### config.mk
export PLATFORM = sky130hd
export DESIGN_NAME = mem_arbiter
export DESIGN_NICKNAME = d
export VERILOG_FILES = /design/src/rtl/mem_arb_pkg.sv /design/src/rtl/rr_arbiter2.sv /design/src/rtl/mem_arbiter.sv
export SDC_FILE = /design/constraint.sdc
export NUM_CORES = 1
export LEC_CHECK = 0
export BUFFER_PORTS_ARGS = -buffer_cell sky130_fd_sc_hd__buf_4
export CORE_AREA = 2 2 81 83
export CTS_CLUSTER_DIAMETER = 100
export DETAILED_ROUTE_END_ITERATION = 10
export DIE_AREA = 0 0 83 85
export MAX_ROUTING_LAYER = met4
export SYNTH_ARGS = -nofsm -noshare
export SYNTH_HDL_FRONTEND = slang
export SYNTH_SLANG_ARGS = --single-unit
### constraint.sdc
create_clock -name clk_i -period 1.85 [get_ports clk_i]
set_input_delay 0.2775 -clock clk_i [delete_from_list [all_inputs] [get_ports clk_i]]
set_output_delay 0.2775 -clock clk_i [all_outputs]
set_load 0.01 [all_outputs]
### src/rtl/mem_arb_pkg.sv
// Shared types and policy constants for the memory read/write port arbiter.
package mem_arb_pkg;

  typedef enum logic {
    REQ_A = 1'b0,
    REQ_B = 1'b1
  } req_id_e;

  localparam int PRIO_RR      = 0;
  localparam int PRIO_FIXED_B = 1;

endpackage

### src/rtl/rr_arbiter2.sv
// Two-way read-port arbiter: round-robin or fixed priority to B, one-hot grant.
// rr_q   | meaning
// REQ_A  | A wins the next two-way contention
// REQ_B  | B wins the next two-way contention
module rr_arbiter2
  import mem_arb_pkg::*;
#(
  parameter int PRIO_MODE = PRIO_RR
) (
  input  logic       clk_i,
  input  logic       rst_i,
  input  logic [1:0] req_i,
  output logic [1:0] gnt_o
);

  req_id_e rr_q;

  always_comb begin
    gnt_o = 2'b00;
    if (req_i == 2'b11) begin
      if (PRIO_MODE == PRIO_FIXED_B || rr_q == REQ_B) gnt_o = 2'b10;
      else                                            gnt_o = 2'b01;
    end else begin
      gnt_o = req_i;
    end
  end

  // Pointer moves to whichever side lost (or did not ask) after every read grant.
  always_ff @(posedge clk_i or posedge rst_i) begin
    if (rst_i) begin
      rr_q <= REQ_A;
    end else if (PRIO_MODE == PRIO_RR && gnt_o != 2'b00) begin
      rr_q <= gnt_o[0] ? REQ_B : REQ_A;
    end
  end

endmodule

### src/rtl/mem_arbiter.sv
// Shares a 1R/1W word memory between instruction fetch (A, read-only) and the
// LSU (B, read/write); read data returns one cycle after the grant.
module mem_arbiter
  import mem_arb_pkg::*;
#(
  parameter int WIDTH     = 32,
  parameter int DEPTH     = 1024,
  parameter int PRIO_MODE = PRIO_RR
) (
  input  logic                       clk_i,
  input  logic                       rst_i,
  input  logic                       a_req_i,
  input  logic [$clog2(DEPTH)-1:0]   a_addr_i,
  output logic                       a_gnt_o,
  output logic                       a_rvalid_o,
  output logic [WIDTH-1:0]           a_rdata_o,
  input  logic                       b_req_i,
  input  logic                       b_we_i,
  input  logic [$clog2(DEPTH)-1:0]   b_addr_i,
  input  logic [WIDTH-1:0]           b_wdata_i,
  output logic                       b_gnt_o,
  output logic                       b_rvalid_o,
  output logic [WIDTH-1:0]           b_rdata_o,
  output logic                       mem_read_en_o,
  output logic [$clog2(DEPTH)-1:0]   mem_read_pos_o,
  input  logic [WIDTH-1:0]           mem_read_data_i,
  output logic                       mem_write_en_o,
  output logic [$clog2(DEPTH)-1:0]   mem_write_pos_o,
  output logic [WIDTH-1:0]           mem_write_data_o
);

  localparam int AW = $clog2(DEPTH);

  logic       b_wr;
  logic [1:0] rd_req;
  logic [1:0] rd_gnt;

  req_id_e rsp_owner_q;
  logic    rsp_pend_q;

  assign b_wr   = b_req_i & b_we_i & ~rst_i;
  assign rd_req = {b_req_i & ~b_we_i, a_req_i} & {2{~rst_i}};

  rr_arbiter2 #(
    .PRIO_MODE (PRIO_MODE)
  ) u_rr_arbiter2 (
    .clk_i (clk_i),
    .rst_i (rst_i),
    .req_i (rd_req),
    .gnt_o (rd_gnt)
  );

  always_comb begin
    a_gnt_o          = rd_gnt[0];
    b_gnt_o          = rd_gnt[1] | b_wr;
    mem_read_en_o    = |rd_gnt;
    mem_read_pos_o   = '0;
    mem_write_en_o   = b_wr;
    mem_write_pos_o  = '0;
    mem_write_data_o = '0;
    if (rd_gnt[1])      mem_read_pos_o = b_addr_i;
    else if (rd_gnt[0]) mem_read_pos_o = a_addr_i;
    if (b_wr) begin
      mem_write_pos_o  = b_addr_i;
      mem_write_data_o = b_wdata_i;
    end
  end

  // Fixed one-cycle latency lets a single owner/pending pair track the response.
  always_ff @(posedge clk_i or posedge rst_i) begin
    if (rst_i) begin
      rsp_pend_q  <= 1'b0;
      rsp_owner_q <= REQ_A;
    end else begin
      rsp_pend_q <= |rd_gnt;
      if (|rd_gnt) rsp_owner_q <= rd_gnt[1] ? REQ_B : REQ_A;
    end
  end

  always_comb begin
    a_rvalid_o = rsp_pend_q & (rsp_owner_q == REQ_A) & ~rst_i;
    b_rvalid_o = rsp_pend_q & (rsp_owner_q == REQ_B) & ~rst_i;
    a_rdata_o  = a_rvalid_o ? mem_read_data_i : '0;
    b_rdata_o  = b_rvalid_o ? mem_read_data_i : '0;
  end

  logic [AW-1:0] unused_aw;
  assign unused_aw = '0;

endmodule

Word-level counts from Yosys, hierarchy flattened
Cells that the tools add are included.
{"block": "totals", "register_bits": 3, "in_bits": 89, "output_inout_bits": 122, "elab_cells": 28}
{"block": "classes", "eq_ne": 1, "muxes": 10, "n_bitwise": 12, "reduce_logical": 2}
{"op": "two-way mux 32 bit", "n": 3}
{"op": "two-way mux 10 bit", "n": 3}
{"op": "bitwise AND 1 bit", "n": 7}
{"op": "two-way mux 2 bit", "n": 2}
{"op": "NOT 1 bit", "n": 3}
{"op": "bitwise AND 2 bit", "n": 1}
{"op": "equality test 2 bit (second input constant)", "n": 1}
{"op": "two-way mux 1 bit", "n": 2}
{"op": "nonzero test 2 bit", "n": 1}
{"op": "OR reduction 2 bit", "n": 1}
{"op": "OR 1 bit", "n": 1}

Depth between registers and ports, before layout
Gate-level depths: netlist (run 1).
{"block": "depth", "depth_word": 7, "ltp_mapped": 5, "mapped_depth_nobuf": 3}

By module
A second synthesis (run 1) with hierarchy kept.
{"block": "unflattened", "cells_unflattened": 190, "hier_area_um2": 1093.5}
{"mod": "mem_arbiter", "n_inst": 1, "cells_per_inst": 183, "area_each_um2": 1037.2, "seq_area_each_um2": 50.0}
{"mod": "rr_arbiter2", "n_inst": 1, "cells_per_inst": 7, "area_each_um2": 56.3, "seq_area_each_um2": 25.0}

Least setup slack after synthesis (run 1)
No wires, ideal clock.
{"block": "synth_path", "path_kind": "input port to output port", "startpoint": "input rst_i", "endpoint": "output mem_read_pos_o[0]", "arrival_time_ps": 1098, "required_time_ps": 1572, "path_slack_ps": 474, "stages": 4, "n_path_buf": 1, "cell_sequence": "or3b_4 a21oi_2 buf_6 a22o_1"}
{"block": "synth_via", "elab_chain_cells": 6}
{"element": "from (decl)", "line_no": "mem_arbiter.sv:11", "rtl": "input logic rst_i,"}
{"element": "NOT 1 bit (*)", "line_no": "mem_arbiter.sv:42", "rtl": "assign rd_req = {b_req_i & ~b_we_i, a_req_i} & {2{~rst_i}};"}
{"element": "bitwise AND 2 bit (*)", "line_no": "mem_arbiter.sv:42"}
{"element": "equality test 2 bit", "line_no": "rr_arbiter2.sv:20", "rtl": "if (req_i == 2'b11) begin"}
{"element": "two-way mux 2 bit (*)", "line_no": "rr_arbiter2.sv:20"}
{"element": "two-way mux 10 bit", "line_no": "mem_arbiter.sv:62", "rtl": "else if (rd_gnt[0]) mem_read_pos_o = a_addr_i;"}
{"element": "two-way mux 10 bit (*)", "line_no": "mem_arbiter.sv:61", "rtl": "if (rd_gnt[1]) mem_read_pos_o = b_addr_i;"}
{"element": "to (decl)", "line_no": "mem_arbiter.sv:25", "rtl": "output logic [$clog2(DEPTH)-1:0] mem_read_pos_o,"}
Every way passes the cells marked *; elsewhere a longest branch is shown, timed or not.

Worst setup path after layout (run 1)
{"block": "layout_path", "startpoint": "input rst_i", "endpoint": "output mem_read_pos_o[9]"}
The elaborated chain is that of the path after synthesis.

==> metrics, run 1 <==
Synth Net Count=approximately 240; Tot Pwr=a little over 700 µW; placed insts=428; Cell Area, Synth=roughly 1000 µm²; Max IR drop VDD=roughly 0.19 mV; RSZ-0062 raised after global routing=false; Die Span Y=roughly 85 µm; critical path class=input pin to output pin; Layout Cells excl Fill=roughly 430; Syn Inst Count=roughly 150; Synth area leaders=and2_1 68%, a22o_1 8.9%, dfrtp_1 7.6%, clkbuf_1 3.4%, buf_2 1.5%; Synth Warn #=0; CTS Buf Count=3; final hold slack=approximately 270 ps; ANT cells=0; htree depth=1; Post-synth EDFFs=0; Critical Path Most Common Cell=buf_4; CP peak stage delay=roughly 400 ps; post-synthesis cell type count=19; status=finished clean; pre-CTS WS=190 ps; via count=about 1700; leakage=around 0.0016 µW; area growth from synthesis to layout=175%; first-pass GRT wire length=between 7 and 8 mm; max-cap viol count=0; core footprint=approximately 6200 µm²; share of cells above drive strength 1=between 60% and 70%; post-route setup TNS=0 ps; Setup WS post-layout=~190 ps; FF+latch count, synth=3; Final HPWL DP=4.58 mm; drt total wl=5.23 mm; clock buffer depth=2; gr ovfl total=0; CTS Sinks=3; final hold vios=0; startpoint types=input pin; DRT iter0 DRCs=38; site row count=29; most frequent cell after synthesis=and2_1; sequential-to-total area share from yosys stat=under 10%; crit path time final=roughly 1700 ps; f_max=approximately 600 MHz; Post-synth top flop=dfrtp_1; Min-Delay Path Class=input pin to flop; io pins=roughly 210; Crit-path slowest cell=or3b_4; CP endpoint kind=output pin; Layout Skew=~2.4 ps; routability cong.=approximately 0.8; vias per cell=approximately 4; number of global-route vias before repair=~1700; later-pin clock latency in the skew report=roughly 210 ps; Die Span X=83 µm; Starting Density=roughly 16%; WL/cell=roughly 12 µm; die area=7060 µm²; Worst-Margin Slew=~250 ps; Post-Synthesis Mean Instance Area=between 6 and 7 µm²; initial antenna violation count=0; Pins Over Slew Limit=0; ys async rst share=100%; Root Driver=clkbuf_8; TritonRoute pass-1 iters=4; clk slew on worst S/H paths=30 ps; final-stage net count=around 450; largest net degree at the start of global routing=45; dominant cell type by area after synthesis=and2_1; Final setup viols=0; synth cell count leaders=106 x and2_1, 10 x a22o_1, 9 x clkbuf_1; CP required=around 1600 ps; Port Buf Inserts=between 200 and 250; crit-path cells=buf_4, or3b_4, a21oi_2, buf_4, a22o_1, buf_4; Post-DRT Antenna Nets=0; global-route usage over all layers=13.5%; Power Dens Cells=roughly 270 nW/µm²; Worst Path Max Fanout=11; top cell type's share of synthesized area=around two thirds; critical path data arrival time=roughly 1400 ps; hold path depth=2; FF-to-FF path depth=3; CTS tree=done; Tcrit/Tclk final=between 80% and 90%; Post-route DRC=0; Worst slew margin=around 83%
==> layout by cell type, fill, tap and decap left out, drive strengths merged <==
cell type    instances
buf                215
and2               106
a22o                10
inv                  4
clkbuf               4
dfrtp                3
a21oi                3
and3                 3
nor2                 1
or3b                 1
nand2b               1
a31oi                1
or2                  1
nand2                1
o21ai                1
dlygate4sd3          1
==> cell families (layout without fill, tap and decap cells) <==
family                 after synthesis  count (layout)  synth area share, %
buffers and inverters               17             224                 7.64
AND/OR/NAND/NOR                    114             114                 72.7
AO/OA/AOI/OAI                       15              15                 12.0
flip-flops                           3               3                 7.64
==> metrics by stage <==
step,area [µm²],utilization (%)
after global placement,2650,42.6
after detailed placement,2650,42.6
after CTS,2700,43.5
final,2700,43.5
after floorplan,982,-
after global routing,2700,43.5
==> state kept, by name, summed over array words and instances (netlist names) <==
| name | count |
|---|---|
| rsp_pend_q | 1 |
| u_rr_arbiter2.rr_q | 1 |
| rsp_owner_q | 1 |
==> critical path: cells and delay by family <==
family,cells,cell delay (ps)
AOI/OAI and AO/OA,2,260
buffers and inverters,3,430
and+or+nand+nor,1,400
==> layer usage <==
layer	global-route usage (%)	vias to the layer above	share of wire, %
met2	25.8	126	53
li1	-	875	-
met3	2.92	4	10
met4	3.13	0	0.59
met5	-	-	0
met1	14.2	735	36
==> path summary, 6_finish.rpt <==
kind                                                     start  slack, ps                      end
worst min-delay path                                     rst_i        270     rsp_pend_q$_DFF_PP0_
worst min register to register         rsp_owner_q$_DFFE_PP0P_        530  rsp_owner_q$_DFFE_PP0P_
worst max-delay path                                     rst_i        190        mem_read_pos_o[9]
max in group asynchronous                                rst_i       1180  rsp_owner_q$_DFFE_PP0P_
worst max register to register  u_rr_arbiter2.rr_q$_DFFE_PP0P_        850  rsp_owner_q$_DFFE_PP0P_
min in group asynchronous                                rst_i        520     rsp_pend_q$_DFF_PP0_
==> where the power goes <==
group | internal, µW | switching (µW)
sequential | 77.3 | 9.19
clock | 147 | 41.9
combinational | 279 | 172
==> repair_timing <==
action	in CTS	in global routing
hold buffers	1	0
buffers inserted	0	0
endpoints found under the hold margin	3	0
resized for setup	0	0
==> layout make-up <==
type	count	area, µm²
Clock buffer	4	45.0
Fill cell	649	3500
Inverter	4	15.0
Multi-Input combinational cell	129	832
Sequential cell	3	75.1
Tap cell	77	96.3
Timing Repair Buffer	216	1640
Power figures use the tool's default switching activity.
==> run 2: changes to the inputs <==
- CORE_AREA: 2 2 81 83 -> 2 2 83 85
- DIE_AREA: 0 0 83 85 -> 0 0 85 87
- SYNTH_HIERARCHICAL: unset -> 1
==> metrics, run 2 <==
Root Driver=clkbuf_8; CTS Sinks=3; pre-CTS WS=-73.0 ps; Post-CTS Repair Setup Buffers=0; CTS Buf Count=3; Syn Inst Count=190; final-stage net count=around 480; Worst Path Max Fanout=10; CTS tree=done; reg2reg end=rsp_pend_q$_DFF_PP0_; crit path time final=1740 ps; Die Span X=about 85 µm; dominant cell type by area after synthesis=and2_4; f_max=between 500 and 600 MHz; first-pass GRT wire length=approximately 8 mm; Post-DRT Antenna Nets=0; DRT iter0 DRCs=39; Max IR drop VDD=around 0.21 mV; most frequent cell after synthesis=nor2_1; Final HPWL DP=approximately 4.5 mm; htree depth=1; clock buffer depth=2; Synth area leaders=and2_4 23%, nor2_1 23%, nand2_1 11%, a22o_1 8.0%, and2_1 7.4%; Seq pwr share=9.9%; CP endpoint kind=output pin; FF-to-FF path depth=4; Post-DP Area=between 2000 and 3000 µm²; Layout Skew=between 0.2 and 0.25 ps; fin area=approximately 2800 µm²; Post-synth top flop=dfrtp_1; Min-Delay Path Class=input pin to flop; drt total wl=5.44 mm; RSZ-0062 raised after global routing=false; die area=about 7400 µm²; final hold slack=~370 ps; post-synthesis cell type count=21; initial antenna violation count=0; uppermost layer routed=met4; startpoint types=input pin; TritonRoute pass-1 iters=4; Routed met1 length=1.91 mm; Worst-Margin Slew=roughly 330 ps; most frequent cells in the layout=214 x buf_4, 67 x nor2_1, 32 x nand2_1; Sw Share=35.2%; CP required=1570 ps; final hold vios=0; Worst Setup SP=rst_i; r2r startpoint=u_rr_arbiter2/rr_q$_DFFE_PP0P_; share of cells above drive strength 1=63.9%; Cell Area, Synth=between 1000 and 1500 µm²; area growth from synthesis to layout=156%; commonest non-fill, non-tap cell in the layout=buf_4; later-pin clock latency in the skew report=roughly 220 ps; Psw=about 290 µW; gr ovfl total=0; combinational share of power=about two thirds; top flop regs=rsp_owner_q (1), rsp_pend_q (1), u_rr_arbiter2/rr_q (1); via count=around 2000; critical path class=input pin to output pin; site row count=30; vias per cell=4.16; ANT cells=0; metal3 WL=647 µm; WL/cell=~11 µm; clk slew on worst S/H paths=30 ps; Critical Path Sink=mem_read_pos_o[3]; largest net degree at the start of global routing=45; max-cap viol count=0; r2r setup slk=just under 700 ps; top cell type's share of synthesized area=between 20% and 30%; leakage=between 0.0015 and 0.002 µW; Tcrit/Tclk final=a little over nine tenths; ys async rst share=100%; metal2 WL=~2.8 mm; Setup WS post-layout=approximately 110 ps; Post-Synthesis Mean Instance Area=~5.8 µm²; global-route usage over all layers=13.6%; core footprint=6570 µm²; Starting Density=roughly 17%; critical path data arrival time=around 1500 ps; Die Span Y=approximately 87 µm; clock power share=23.5%; Worst slew margin=78.1%; status=finished clean; number of global-route vias before repair=~1700; Post-route DRC=0; Final setup viols=0; Post-synth EDFFs=0; synth cell count leaders=67 x nor2_1, 32 x nand2_1, 29 x and2_4, 13 x and2_1, 11 x buf_2; routability cong.=about 0.75; Pint=533 µW; io pins=211; sequential-to-total area share from yosys stat=under 10%; Power Dens Cells=between 200 and 300 nW/µm²; Synth Net Count=279; Pins Over Slew Limit=0; FF+latch count, synth=3; Synth Warn #=6; Port Buf Inserts=210
## run 2: power by group through the flow
stage               combinational (µW)  clock [µW]  sequential [µW]
floorplan                          235           0             79.4
global placement                   547           0             81.5
detailed placement                 551           0             81.8
CTS                                554         198             80.9
global route                       598         203             82.4
finish                             548         193             81.2
## run 2: how the worst min path moves through the flow
stage | to | slack (ps) | cells after the start | startpoint
after CTS | u_rr_arbiter2/rr_q$_DFFE_PP0P_ | 370 | 3 | b_we_i
after global routing | u_rr_arbiter2/rr_q$_DFFE_PP0P_ | 380 | 3 | b_we_i
final | u_rr_arbiter2/rr_q$_DFFE_PP0P_ | 370 | 3 | b_we_i
after global placement | u_rr_arbiter2/rr_q$_DFFE_PP0P_ | 160 | 2 | rst_i
after detailed placement | u_rr_arbiter2/rr_q$_DFFE_PP0P_ | 170 | 2 | rst_i
after floorplan | u_rr_arbiter2/rr_q$_DFFE_PP0P_ | 6 | 1 | rst_i
## run 2: timing repair
action | 4_1_cts | 5_1_grt
resized for setup | 1 | 2
hold buffers | 1 | 0
endpoints found under the hold margin | 3 | 0
setup endpoints to repair | 11 | 10
## run 2: metal layers
metal	GRT usage [%]	up-vias
met5	-	-
met4	3.46	0
met3	2.65	5
met2	25.6	136
met1	14.5	842
li1	-	984
## run 2: stage by stage
stage | utilization, % | total power (µW) | std cells | setup TNS, ps
after floorplan | - | 314 | 190 | 0
after global placement | 41.7 | 628 | 468 | -391
after detailed placement | 41.7 | 632 | 468 | -701
after CTS | 42.6 | 833 | 473 | 0
final | 42.7 | 822 | 473 | 0
after global routing | 42.7 | 884 | 473 | 0
## run 2: worst max-delay path, cell delays in order
cell and delay, ps:
buf_4 140, nor3b_4 230, a21boi_1 220, nor2b_1 70, buf_4 170, a22o_1 210
buf_4 140
## run 2: cell type report
cell class	count	area, µm²
Clock buffer	4	45.0
Sequential cell	3	75.1
Inverter	5	18.8
Multi-Input combinational cell	163	888
Fill cell	682	3760
Tap cell	80	100
Timing Repair Buffer	218	1680
## run 2: logic make-up (layout without fill, tap and decap cells)
| family | after synthesis | count (layout) | share of synthesized area (%) |
|---|---|---|---|
| AO/OA/AOI/OAI | 14 | 14 | 10.5 |
| flip-flops | 3 | 3 | 6.86 |
| AND/OR/NAND/NOR | 149 | 149 | 69.7 |
| buffers and inverters | 24 | 227 | 12.9 |
